### src/rtl/fetch_unit_if.sv
// fetch_unit_if: instruction-memory bus plus decode/execute control and the
// decode-side instruction outputs of the fetch stage, bundled as one interface.
interface fetch_unit_if;
    logic        imem_req;
    logic [31:0] imem_addr;
    logic [31:0] imem_rdata;
    logic        stall;
    logic        redirect;
    logic [31:0] redirect_pc;
    logic [31:0] instr;
    logic [31:0] pc;
    logic        instr_valid;

    // Fetch unit side
    modport master (
        output imem_req, imem_addr, instr, pc, instr_valid,
        input  imem_rdata, stall, redirect, redirect_pc
    );

    // Memory / decode / execute side
    modport slave (
        input  imem_req, imem_addr, instr, pc, instr_valid,
        output imem_rdata, stall, redirect, redirect_pc
    );
endinterface

### src/rtl/fetch_unit.sv
// fetch_unit: RV32I instruction fetch stage. Issues word reads to a synchronous
// instruction memory, buffers one response across a decode stall, squashes
// wrong-path fetches on redirect and presents NOP bubbles when nothing is valid.
module fetch_unit #(
    parameter logic [31:0] RESET_PC  = 32'h0000_0000,
    parameter logic [31:0] NOP_INSTR = 32'h0000_0013
) (
    input logic          clk,
    input logic          reset_n,
    fetch_unit_if.master bus
);
    typedef enum logic [1:0] {BOOT, RUN, STALL} state_t;

    state_t      state;
    logic [31:0] fetch_pc;
    logic        inflight;
    logic [31:0] inflight_pc;
    logic        hold_valid;
    logic [31:0] hold_instr;
    logic [31:0] hold_pc;
    logic [31:0] instr_q;
    logic [31:0] pc_q;
    logic        valid_q;

    logic        take_redirect;
    logic        issue;
    logic [31:0] redirect_target;

    // A redirect seen during the BOOT cycle is ignored entirely.
    assign take_redirect   = bus.redirect && (state != BOOT);
    assign issue           = (state != BOOT) && !bus.stall && !bus.redirect;
    assign redirect_target = bus.redirect_pc & ~32'd3;

    assign bus.imem_req    = issue;
    assign bus.imem_addr   = fetch_pc;
    assign bus.instr       = instr_q;
    assign bus.pc          = pc_q;
    assign bus.instr_valid = valid_q;

    // Control FSM: one BOOT cycle after reset, then RUN/STALL tracking decode stall.
    always_ff @(posedge clk or negedge reset_n) begin
        if (!reset_n) begin
            state <= BOOT;
        end else begin
            case (state)
                BOOT:    state <= RUN;
                RUN:     state <= (bus.stall && !bus.redirect) ? STALL : RUN;
                STALL:   state <= (!bus.stall || bus.redirect) ? RUN : STALL;
                default: state <= BOOT;
            endcase
        end
    end

    // Request address, in-flight flag, hold-buffer occupancy and output registers.
    always_ff @(posedge clk or negedge reset_n) begin
        if (!reset_n) begin
            fetch_pc   <= RESET_PC;
            inflight   <= 1'b0;
            hold_valid <= 1'b0;
            instr_q    <= NOP_INSTR;
            pc_q       <= RESET_PC;
            valid_q    <= 1'b0;
        end else begin
            inflight <= issue;
            if (issue) begin
                fetch_pc <= fetch_pc + 32'd4;
            end
            if (take_redirect) begin
                // Restart at the target; any arriving or held word is wrong-path.
                fetch_pc   <= redirect_target;
                hold_valid <= 1'b0;
                instr_q    <= NOP_INSTR;
                valid_q    <= 1'b0;
            end else if (bus.stall) begin
                // Outputs frozen; at most one response can land while stalled.
                if (inflight) begin
                    hold_valid <= 1'b1;
                end
            end else if (hold_valid) begin
                instr_q    <= hold_instr;
                pc_q       <= hold_pc;
                valid_q    <= 1'b1;
                hold_valid <= 1'b0;
            end else if (inflight) begin
                instr_q <= bus.imem_rdata;
                pc_q    <= inflight_pc;
                valid_q <= 1'b1;
            end else begin
                instr_q <= NOP_INSTR;
                valid_q <= 1'b0;
            end
        end
    end

    // Payload registers; their contents only matter when the matching flag is set.
    always_ff @(posedge clk) begin
        if (issue) begin
            inflight_pc <= fetch_pc;
        end
        if (!take_redirect && bus.stall && inflight) begin
            hold_instr <= bus.imem_rdata;
            hold_pc    <= inflight_pc;
        end
    end
endmodule

### src/flat_wrapper.sv
// flat-port wrapper written by rule: the top's interface ports become plain ports
module fetch_unit_flat 
#(
    parameter logic [31:0] RESET_PC  = 32'h0000_0000,
    parameter logic [31:0] NOP_INSTR = 32'h0000_0013
)
  (clk, reset_n, bus_imem_req, bus_imem_addr, bus_instr, bus_pc, bus_instr_valid, bus_imem_rdata, bus_stall, bus_redirect, bus_redirect_pc);
  fetch_unit_if bus_i ();
  input logic clk;
  input logic reset_n;
  output wire logic [$bits(bus_i.imem_req)-1:0] bus_imem_req;
  output wire logic [$bits(bus_i.imem_addr)-1:0] bus_imem_addr;
  output wire logic [$bits(bus_i.instr)-1:0] bus_instr;
  output wire logic [$bits(bus_i.pc)-1:0] bus_pc;
  output wire logic [$bits(bus_i.instr_valid)-1:0] bus_instr_valid;
  input wire logic [$bits(bus_i.imem_rdata)-1:0] bus_imem_rdata;
  input wire logic [$bits(bus_i.stall)-1:0] bus_stall;
  input wire logic [$bits(bus_i.redirect)-1:0] bus_redirect;
  input wire logic [$bits(bus_i.redirect_pc)-1:0] bus_redirect_pc;
  assign bus_imem_req = bus_i.imem_req;
  assign bus_imem_addr = bus_i.imem_addr;
  assign bus_instr = bus_i.instr;
  assign bus_pc = bus_i.pc;
  assign bus_instr_valid = bus_i.instr_valid;
  assign bus_i.imem_rdata = bus_imem_rdata;
  assign bus_i.stall = bus_stall;
  assign bus_i.redirect = bus_redirect;
  assign bus_i.redirect_pc = bus_redirect_pc;
  fetch_unit #(.RESET_PC(RESET_PC), .NOP_INSTR(NOP_INSTR)) u_core (.clk(clk), .reset_n(reset_n), .bus(bus_i));
endmodule
### config.mk
export PLATFORM = sky130hd
export DESIGN_NAME = fetch_unit_flat
export DESIGN_NICKNAME = d
export VERILOG_FILES = /design/src/rtl/fetch_unit_if.sv /design/src/rtl/fetch_unit.sv /design/src/flat_wrapper.sv
export SDC_FILE = /design/constraint.sdc
export NUM_CORES = 1
export LEC_CHECK = 0
export BUFFER_PORTS_ARGS = -buffer_cell sky130_fd_sc_hd__buf_4
export CAP_MARGIN = 20
export CORE_UTILIZATION = 55
export CTS_CLUSTER_SIZE = 16
export DETAILED_ROUTE_END_ITERATION = 6
export HOLD_SLACK_MARGIN = 0.12
export PLACE_DENSITY_LB_ADDON = 0.1
export SYNTH_ARGS = -nofsm -noshare
export SYNTH_HDL_FRONTEND = slang
export SYNTH_SLANG_ARGS = --single-unit
### constraint.sdc
create_clock -name clk -period 7.6 [get_ports clk]
set_clock_uncertainty 0.15 [all_clocks]
set_input_delay 1.52 -clock clk [delete_from_list [all_inputs] [get_ports clk]]
set_output_delay 1.52 -clock clk [all_outputs]
set_load 0.005 [all_outputs]
==> summary by stage, run 1 <==
Outcome
The flow ran to the end, and the final reports show no timing, DRC or antenna violations.

Synth
The fraction of registers with async set or reset after synthesis is about half. Multiplexer cells account for 5.14% of the synthesized area. The gate count of the mapped netlist is roughly 660.

The share of the Yosys chip area taken by registers is between 60% and 70%. The largest total area in the synthesized netlist belongs to sky130_fd_sc_hd__edfxtp_1. The primary flip-flop cell chosen by synthesis mapping is sky130_fd_sc_hd__dfrtp_1. For this run, the number of Yosys warnings is 0. Summed over its instances, the top area cell type makes up roughly 35% of the synthesized netlist area.

By area the synthesized netlist is led by sky130_fd_sc_hd__edfxtp_1 (35%), sky130_fd_sc_hd__dfrtp_1 (30%), sky130_fd_sc_hd__mux2i_1 (5.0%), sky130_fd_sc_hd__nor2_1 (3.7%), sky130_fd_sc_hd__a22oi_1 (3.5%). In this run, synthesis inferred 92 flip-flops with an integrated enable. After Yosys synthesis, and, or, nand and nor cells account for 12.0% of the synthesized area.

Among all cell types in the netlist, the one instantiated most often is sky130_fd_sc_hd__dfrtp_1. The mapped netlist covers just under 8000 sq um. After Yosys synthesis, full adders, half adders and majority gates account for less than 1% of the synthesized area. The synthesized netlist devotes less than 1% of its cell area to XOR and XNOR gates. Sorting the synthesized cells by how often they occur yields sky130_fd_sc_hd__dfrtp_1 (94), sky130_fd_sc_hd__edfxtp_1 (92), sky130_fd_sc_hd__nor2_1 (76). By area, the combinational part of the netlist is dominated by compound AO/OA/AOI/OAI gates. The compound-gate portion of the synthesized area is around an eighth. The average footprint of a synthesized cell is roughly 12 sq um. The post-synthesis cell type count is between 50 and 60. In this run, synthesis produced a sequential element count of ~190.

Placed design
Once detailed placement completed, the half-perimeter wirelength came to 11800 um. Buffers placed on the I/O ports in this run total around 160. In this run the cell area measured after placement is just over 9000 sq um.

The final weighted congestion of routability-driven global placement is 0.805.

Setup path
The setup slack of the most critical reg-to-reg path is slightly below 5 ns. In this run the critical register-to-register path is captured at u_core.bus.pc[11]. The cell occurring most often along the worst timing path is sky130_fd_sc_hd__buf_4. The critical path goes through buf_4 > o21bai_1 > nand2b_1 > inv_1 > buf_4.

The delay of the slowest cell on the worst path is 0.61 ns. The data required time at the worst endpoint is 5.93 ns. The signal arrival time at the worst endpoint is around 3.3 ns. The type of origin of the critical path is an input pin. In this run the worst path has a maximum fanout of 85. The worst-path cell with the longest stage delay is sky130_fd_sc_hd__buf_4.

The startpoint-to-endpoint class of the critical path is input pin to output pin. The worst register-to-register path begins at u_core.state[1]. Measured in cells, the most critical reg-to-reg path has a length of 5. The worst setup path is captured at an output pin.

Timing
The post-route fraction of the period consumed by the critical path is 65.1%. The number of slew-limit violations in the final report is 0. Based on the critical path, the design can be clocked at up to a little over 0.2 GHz. The number of endpoints with negative hold slack in the final report is 0. The remaining max-slew budget at the tightest pin is around 37%.

For the pin with the worst max-slew slack, the measured transition is between 0.9 and 1 ns. The number of endpoints failing setup at the final stage is 0. The sum of negative setup slack is 0 ns. After layout, the minimum clock period comes to around 4.9 ns. The worst hold slack across all endpoints is between 0.2 and 0.3 ns.

Setup repair after global routing left no endpoint under its margin.

Power
IR analysis of the VDD net gives a maximum drop of ~0.00018 V. The power dissipated by switching net loads is between 0.0007 and 0.0008 W. The switching part of the total is between 20% and 30%. The internal power contribution is 0.00202 W. In this run, flip-flops and latches consume 48.8% of the power. The part of the total power dissipated in combinational logic is around 17%. The clock network is responsible for 34.7% of the overall power.

For this design the static power due to leakage is 4.00 nW. The power per standard cell area is between 200 and 300 nW/um^2.

Clock network
The clock-pin slew on the worst setup and hold paths is ~0.07 ns. The TritonCTS sink count is between 150 and 200. The clock tree synthesis step divided the H-tree into 4 levels. The clock tree from TritonCTS is done. The clock root buffer is sky130_fd_sc_hd__clkbuf_16. The clock passes through at most 2 buffers. In this run, post-CTS hold repair placed 0 buffers. After clock tree synthesis, the repair step resized 0 gates. Buffers added to address setup during post-CTS repair amount to 0. Buffers inserted during clock tree synthesis total 17. Clock latency on the worst-skew pair, taken at its later pin, is ~0.43 ns.

Hold path
The worst hold path terminates at u_core.hold_pc[2]. The worst min-delay path class is flip-flop to flip-flop. The number of instances on the worst hold path is 0. The start point of the worst hold path is u_core.inflight_pc[2].

Die
The number of standard-cell rows in the floorplan is 43. The die covers roughly 15000 sq um. The initial utilization of the core area, before any placement, comes to between 50 and 60%. The width of the die is between 100 and 150 um. The total I/O pin count is roughly 170. After floorplanning, the core was sized to cover roughly 14000 sq um. The die is 121 um tall.

Route
Routed signal wires occupy layers up through met4. The number of nets with antenna violations after detailed routing is 0. For this run, design rule violations remaining after detail routing come to 0. The sum of met2 wire segment lengths after detailed routing is a little under 9000 um. The total via count in the routed design is roughly 6000.

The detailed router put a total of around 8000 um of wire on met1. After detailed routing, the average wire length per cell comes to 18.3 um. The wire length reported by the detailed router is between 15000 and 20000 um. After the first detailed-routing iteration, the DRC count stood at about 560. The per-cell via count in the routed design is approximately 5.9. The first-pass iteration count of the detailed router is 5.

The met3 wire length is 1170 um.

Layout
In the final design database the tool counted 870 nets. Once layout is done, the placed cells without fillers occupy a little under 10000 sq um. The repair_antennas step left the layout with diodes totalling 0. The fraction of layout instances using a drive strength above 1 is 26.0%. The synthesis-to-layout area growth is 25.0%.

Global routing
Entering global routing, the biggest net connects 86 pins. The number of global-route vias before repair is between 5000 and 6000. The initial antenna violation count was 0. The residual overflow from global routing is 0.

The global-route usage over all layers is 25.7%. The wire length of the first global-routing pass is ~29000 um.

Job
The count of maximum capacitance violations is 0.
[layout make-up]
type	count	area [sq um]
flip-flops and latches	189	5190
repair buffers	167	1260
fillers	1023	4120
clock inverters	12	193
multi-input cells	422	2440
inverters	4	15.0
clock buffers	20	437
well taps	180	225
[sequential cells by signal, summed over array words and instances, names as in the netlist]
name,cells
u_core.state,2
u_core.inflight_pc,30
u_core.bus.pc,30
u_core.hold_instr,32
u_core.bus.instr_valid,1
u_core.bus.imem_addr,30
u_core.bus.instr,32
u_core.hold_valid,1
u_core.hold_pc,30
u_core.inflight,1
[routing by layer]
layer / vias to the layer above / track usage [%]
met2: 240 / 41.0
met5: - / 0
met3: 23 / 5.12
met4: 0 / 10.2
met1: 2874 / 34.7
li1: 2709 / -
[critical path: cells and delay by family]
kind	cells	cell delay, ns
AO/OA/AOI/OAI	1	0.45
buffers and inverters	3	0.87
AND/OR/NAND/NOR	1	0.39
[power by group through the flow]
stage	Combinational [W]	Clock, W	Sequential, W
6_report	0.000451	0.000950	0.00133
4_1_cts	0.000455	0.000963	0.00133
3_3_place_gp	0.000437	0	0.00134
3_5_place_dp	0.000453	0	0.00135
2_1_floorplan	0.000202	0	0.00133
5_1_grt	0.000499	0.000999	0.00135
[kinds of logic (layout without fill, tap and decap cells)]
| logic type | count (synthesis) | count (layout) |
|---|---|---|
| xor+xnor | 5 | 5 |
| fa+ha+maj | 1 | 1 |
| flops | 189 | 189 |
| simple gates | 205 | 205 |
| buf+inv | 49 | 203 |
| compound gates | 167 | 167 |
| other cells | 1 | 4 |
| mux | 40 | 40 |
[how the worst max path moves through the flow]
stage / depth (start not counted) / endpoint / slack [ns] / startpoint
after CTS: 5 / bus_imem_req / 2.70 / bus_stall
after global placement: 5 / bus_imem_req / 2.74 / bus_stall
after detailed placement: 5 / bus_imem_req / 2.72 / bus_stall
after floorplan: 4 / u_core.hold_instr[0] / 3.13 / bus_stall
final: 5 / bus_imem_req / 2.66 / bus_stall
after global routing: 5 / bus_imem_req / 2.50 / bus_stall
[layout by cell type, fill, tap and decap left out, types with 3 or more instances in the layout]
cell,Yosys,layout
sky130_fd_sc_hd__a21oi_1,48,48
sky130_fd_sc_hd__clkinv_1,1,4
sky130_fd_sc_hd__o211ai_1,6,6
sky130_fd_sc_hd__a31oi_1,5,5
sky130_fd_sc_hd__nand4_1,9,9
sky130_fd_sc_hd__mux2i_1,39,39
sky130_fd_sc_hd__clkbuf_16,0,17
sky130_fd_sc_hd__nand2_1,65,65
sky130_fd_sc_hd__o21ai_0,42,42
sky130_fd_sc_hd__o22ai_1,17,17
sky130_fd_sc_hd__xor2_1,4,4
sky130_fd_sc_hd__clkinvlp_4,0,3
sky130_fd_sc_hd__edfxtp_1,92,92
sky130_fd_sc_hd__a22oi_1,36,36
sky130_fd_sc_hd__nor4_1,5,5
sky130_fd_sc_hd__bufinv_16,0,5
sky130_fd_sc_hd__nor2_1,76,75
sky130_fd_sc_hd__clkbuf_1,35,3
sky130_fd_sc_hd__nand3_1,14,14
sky130_fd_sc_hd__conb_1,1,4
sky130_fd_sc_hd__dfrtp_1,94,93
sky130_fd_sc_hd__dfstp_2,3,3
sky130_fd_sc_hd__or3_1,8,7
sky130_fd_sc_hd__buf_4,4,165
sky130_fd_sc_hd__nor3_1,9,9
[stage by stage]
stage | utilization [%] | worst slack (ns) | instances | total power [W]
2_1_floorplan | - | 3.13 | 660 | 0.00153
3_3_place_gp | 65.6 | 2.74 | 960 | 0.00178
3_5_place_dp | 65.7 | 2.72 | 961 | 0.00181
4_1_cts | 70.3 | 2.70 | 993 | 0.00275
5_1_grt | 70.3 | 2.50 | 994 | 0.00285
6_report | 70.3 | 2.66 | 994 | 0.00273
Note: power is estimated with default switching activity, not from simulation.
==> inputs of run 2 (changes only) <==
ABC_AREA = 1   (was unset)
CORE_UTILIZATION = 50   (was 55)
clock period = 4.45 ns   (was 7.6 ns; I/O delays follow)
==> run 2 against run 1 <==
Clock power is 55% higher. Worst hold slack worse by 0.0012 ns. Clock-buffer cell count is 2 lower. Design area is 4.4% higher. Routed wire length is 4.4% higher. Global-route usage is 2.6 points lower. Critical path depth stayed put. Critical path type unchanged. Largest cell class unchanged.
==> summary by stage, run 2 <==
Synth
The area of the mapped netlist came to 8330 sq um (+6.6%). The number of warnings issued by yosys is 0 (unchanged). The gate count of the mapped netlist was 796 (+21%). The fraction of synthesized cell area in xor and xnor cells was 0.210% (-0.35 points). The share of synthesized cell area in full adder, half adder and majority cells was 0.150% (-0.010 points).

The number of flip-flops and latches in the synthesized netlist is 189 (unchanged). The fraction of the yosys area taken by sequential cells was 62.4% (-4.1 points). The share of synthesized cell area in and, or, nand and nor gates is 20.0% (+8.0 points). The main combinational cell family by area after synthesis is simple AND/OR/NAND/NOR gates. In the post-synthesis netlist, the cell with the most instances is sky130_fd_sc_hd__nand2_1. The multiplexer share of the synthesized area is 0% (-5.1 points). The average footprint of a synthesized cell was 10.5 sq um (-12%). By count the netlist is led by sky130_fd_sc_hd__nand2_1 (181), sky130_fd_sc_hd__dfrtp_1 (94), sky130_fd_sc_hd__edfxtp_1 (92). The most used flip-flop cell after synthesis is sky130_fd_sc_hd__dfrtp_1.

The number of synthesized flops with an enable pin is 92 (unchanged). The compound-gate portion of the synthesized area is 12.4% (-0.58 points). The fraction of registers with async set or reset after synthesis is 51.3% (unchanged).

By area the synthesized netlist is led by sky130_fd_sc_hd__edfxtp_1 (33%), sky130_fd_sc_hd__dfrtp_1 (28%), sky130_fd_sc_hd__nand2_1 (8.2%), sky130_fd_sc_hd__nor2_1 (3.7%), sky130_fd_sc_hd__o21ai_0 (3.5%). The post-synthesis cell type count is 40 (-26%). The share of the synthesized area in the top cell type is 33.2% (-2.2 points).

The largest total area in the synthesized netlist belongs to sky130_fd_sc_hd__edfxtp_1.

Route
The wire length reported by the detailed router is 19000 um (+4.4%). The post-detailed-route wirelength per cell is 16.2 um (-12%). The first-pass iteration count of the detailed router is 5 (unchanged).

The remaining design rule violation count is 0 (unchanged). The number of nets with antenna violations after detailed routing came to 0 (unchanged). The per-cell via count in the routed design is 5.31 (-9.8%). The total via count in the routed design is 6223 (+6.4%). The initial detailed-routing violation count is 416 (-25%).

Clock network
The tree is rooted in a sky130_fd_sc_hd__clkbuf_16. The number of H-tree levels is 4 (unchanged). The count of instances resized after the clock tree is built is 0 (unchanged). The clock tree from TritonCTS is done. The worst-skew pair later-pin latency was 0.43 ns (about the same). The total clock buffers created by CTS came to 17 (unchanged). The number of hold buffers added after cts came to 0 (unchanged). The clock-pin slew on the worst setup and hold paths is 0.06 ns (about the same). The maximum count of clock buffers along a single path is 2 (unchanged). The number of post-CTS setup repair buffers is 0 (unchanged). The TritonCTS sink count is 189 (unchanged).

Setup path
The worst flop-to-flop path endpoint is u_core.bus.pc[9]. The largest driver fanout on the critical path is 13 (-85%). The data required time at the worst endpoint is 3.41 ns (-2.52 ns). The setup slack of the most critical reg-to-reg path is 1.99 ns (-2.88 ns).

The signal arrival time at the worst endpoint is 2.18 ns (-1.09 ns). The worst reg2reg path depth came to 8 (+3). The type of origin of the critical path is an input pin.

The startpoint-to-endpoint class of the critical path is input pin to output pin. The worst setup path is captured at an output pin. The launching point of the worst reg2reg path is u_core.state[1].

Die
The overall die height came to 131 um (+8.2%). The total I/O pin count is 166 (unchanged). The die footprint is 17200 sq um (+17%). The starting density of the core is 51.9% (-4.4 points). The width of the die is 131 um (+8.2%). The standard cell core area is 16100 sq um (+16%). The number of standard-cell rows in the floorplan was 46 (+7.0%).

Global routing
The wire length of the first global-routing pass is 30100 um (+4.5%). The pin count of the biggest net entering global routing is 62 (-28%). The number of global-route vias before repair is 5854 (+3.6%). The global-route usage over all layers was 23.1% (-2.6 points). The initial antenna violation count came to 0 (unchanged). The residual overflow from global routing is 0 (unchanged).

Layout
The end-of-flow core utilization is 63.4% (-6.9 points). The final layout net count was 1013 (+16%). The fraction of layout instances using a drive strength above 1 is 30.6% (+4.6 points). Leaving out fill and tap cells, the most frequent cell in the layout is sky130_fd_sc_hd__nand2_1.

In the layout the commonest cells are sky130_fd_sc_hd__nand2_1 (181), sky130_fd_sc_hd__buf_4 (167), sky130_fd_sc_hd__dfrtp_1 (93), sky130_fd_sc_hd__edfxtp_1 (92), sky130_fd_sc_hd__nor2_1 (78). From synthesis to final layout, the design area changed by 22.3%. The antenna cell count is 0 (unchanged).

Power
The worst IR drop on VDD was 0.000270 V (+46%). The power per standard cell area is 459 nW/um^2 (+64%). The reported leakage power was 4.31 nW (+7.8%). The overall power of the completed layout is 0.00467 W (+71%).

Timing
The sum of negative setup slack is 0 ns (unchanged). The timing-limited maximum frequency is around 0.31 GHz. The slew at the pin closest to its max-slew limit was 0.953 ns (+0.0126 ns). After layout, the worst path uses between 70 and 80% of the clock period.

The remaining max-slew budget at the tightest pin is 36.4% (-0.91 points). The number of slew-limit violations in the final report was 0 (unchanged). The number of endpoints failing setup at the final stage was 0 (unchanged).

The worst hold slack across all endpoints is 0.292 ns (-0.00115 ns). The number of endpoints with negative hold slack in the final report is 0 (unchanged). Setup repair after global routing left no endpoint under its margin.

The minimum period implied by the final worst setup slack is between 3 and 4 ns. The setup slack after layout is 1.23 ns (-1.43 ns).

Placed design
The estimated wirelength of the detail-placed design came to 13100 um (+11%). The final weighted congestion of routability-driven global placement is 0.846 (+5.0%). The placement-stage worst setup slack is 1.28 ns (-1.44 ns). The number of buffers inserted by port buffering was 159 (unchanged).

Hold path
The worst min-delay path class is flip-flop to flip-flop. The start point of the worst hold path is u_core.inflight_pc[16]. The worst hold path terminates at u_core.hold_pc[16]. The number of instances on the worst hold path is 0 (unchanged).

Job
The count of maximum capacitance violations is 0 (unchanged).

Outcome
The flow ran to the end, and the final reports show no timing, DRC or antenna violations.
run 2: layout make-up:
type	instances	area (sq um)
timing repair buffer	167	1250
clock buffer	18	429
fill	1301	5870
sequential	189	5190
clock inverter	14	144
tap	216	270
multi-input combinational	532	2750
inverter	37	141
run 2: cell families (layout without fill, tap and decap cells):
kind of cell | Yosys count | after routing
other | 1 | 4
AOI/OAI and AO/OA | 162 | 162
DFF | 189 | 189
and+or+nand+nor | 363 | 363
adders and majority gates | 1 | 1
xor gates and xnor gates | 2 | 2
buffers and inverters | 78 | 236
run 2: where the power goes:
group | switching (W) | total [W] | internal [W]
Clock | 0.000636 | 0.00147 | 0.000829
Combinational | 0.000489 | 0.000922 | 0.000433
Sequential | 0.000213 | 0.00228 | 0.00207
run 2: worst max-delay path by stage:
| stage | start | end | slack [ns] | cells after the start |
|---|---|---|---|---|
| 2_1_floorplan | bus_stall | bus_imem_req | 0.85 | 3 |
| 3_3_place_gp | bus_stall | bus_imem_req | 1.29 | 5 |
| 3_5_place_dp | bus_stall | bus_imem_req | 1.28 | 5 |
| 4_1_cts | bus_stall | bus_imem_req | 1.27 | 5 |
| 5_1_grt | bus_stall | bus_imem_req | 1.19 | 5 |
| 6_report | bus_stall | bus_imem_req | 1.23 | 5 |
run 2: critical path: stages:
cell                     delay [ns]
sky130_fd_sc_hd__buf_4         0.15
sky130_fd_sc_hd__nor2_2        0.56
sky130_fd_sc_hd__inv_1         0.27
sky130_fd_sc_hd__nor2_2        0.17
sky130_fd_sc_hd__buf_4         0.13
run 2: layer usage:
| metal | wire length [um] | global-route usage, % | vias to the layer above | part of all wire, % |
|---|---|---|---|---|
| met3 | 1220 | 4.75 | 22 | 6.4 |
| met5 | 0 | 0 | - | 0 |
| met4 | 306 | 7.98 | 0 | 1.6 |
| met1 | 8520 | 31.6 | 2970 | 45 |
| met2 | 8910 | 36.8 | 234 | 47 |
| li1 | - | - | 2997 | - |
run 2: stage by stage:
stage,instance area (sq um),std cells
floorplan,8340,799
finish,10200,1173
global route,10200,1173
global placement,9610,1141
CTS,10200,1173
detailed placement,9610,1141
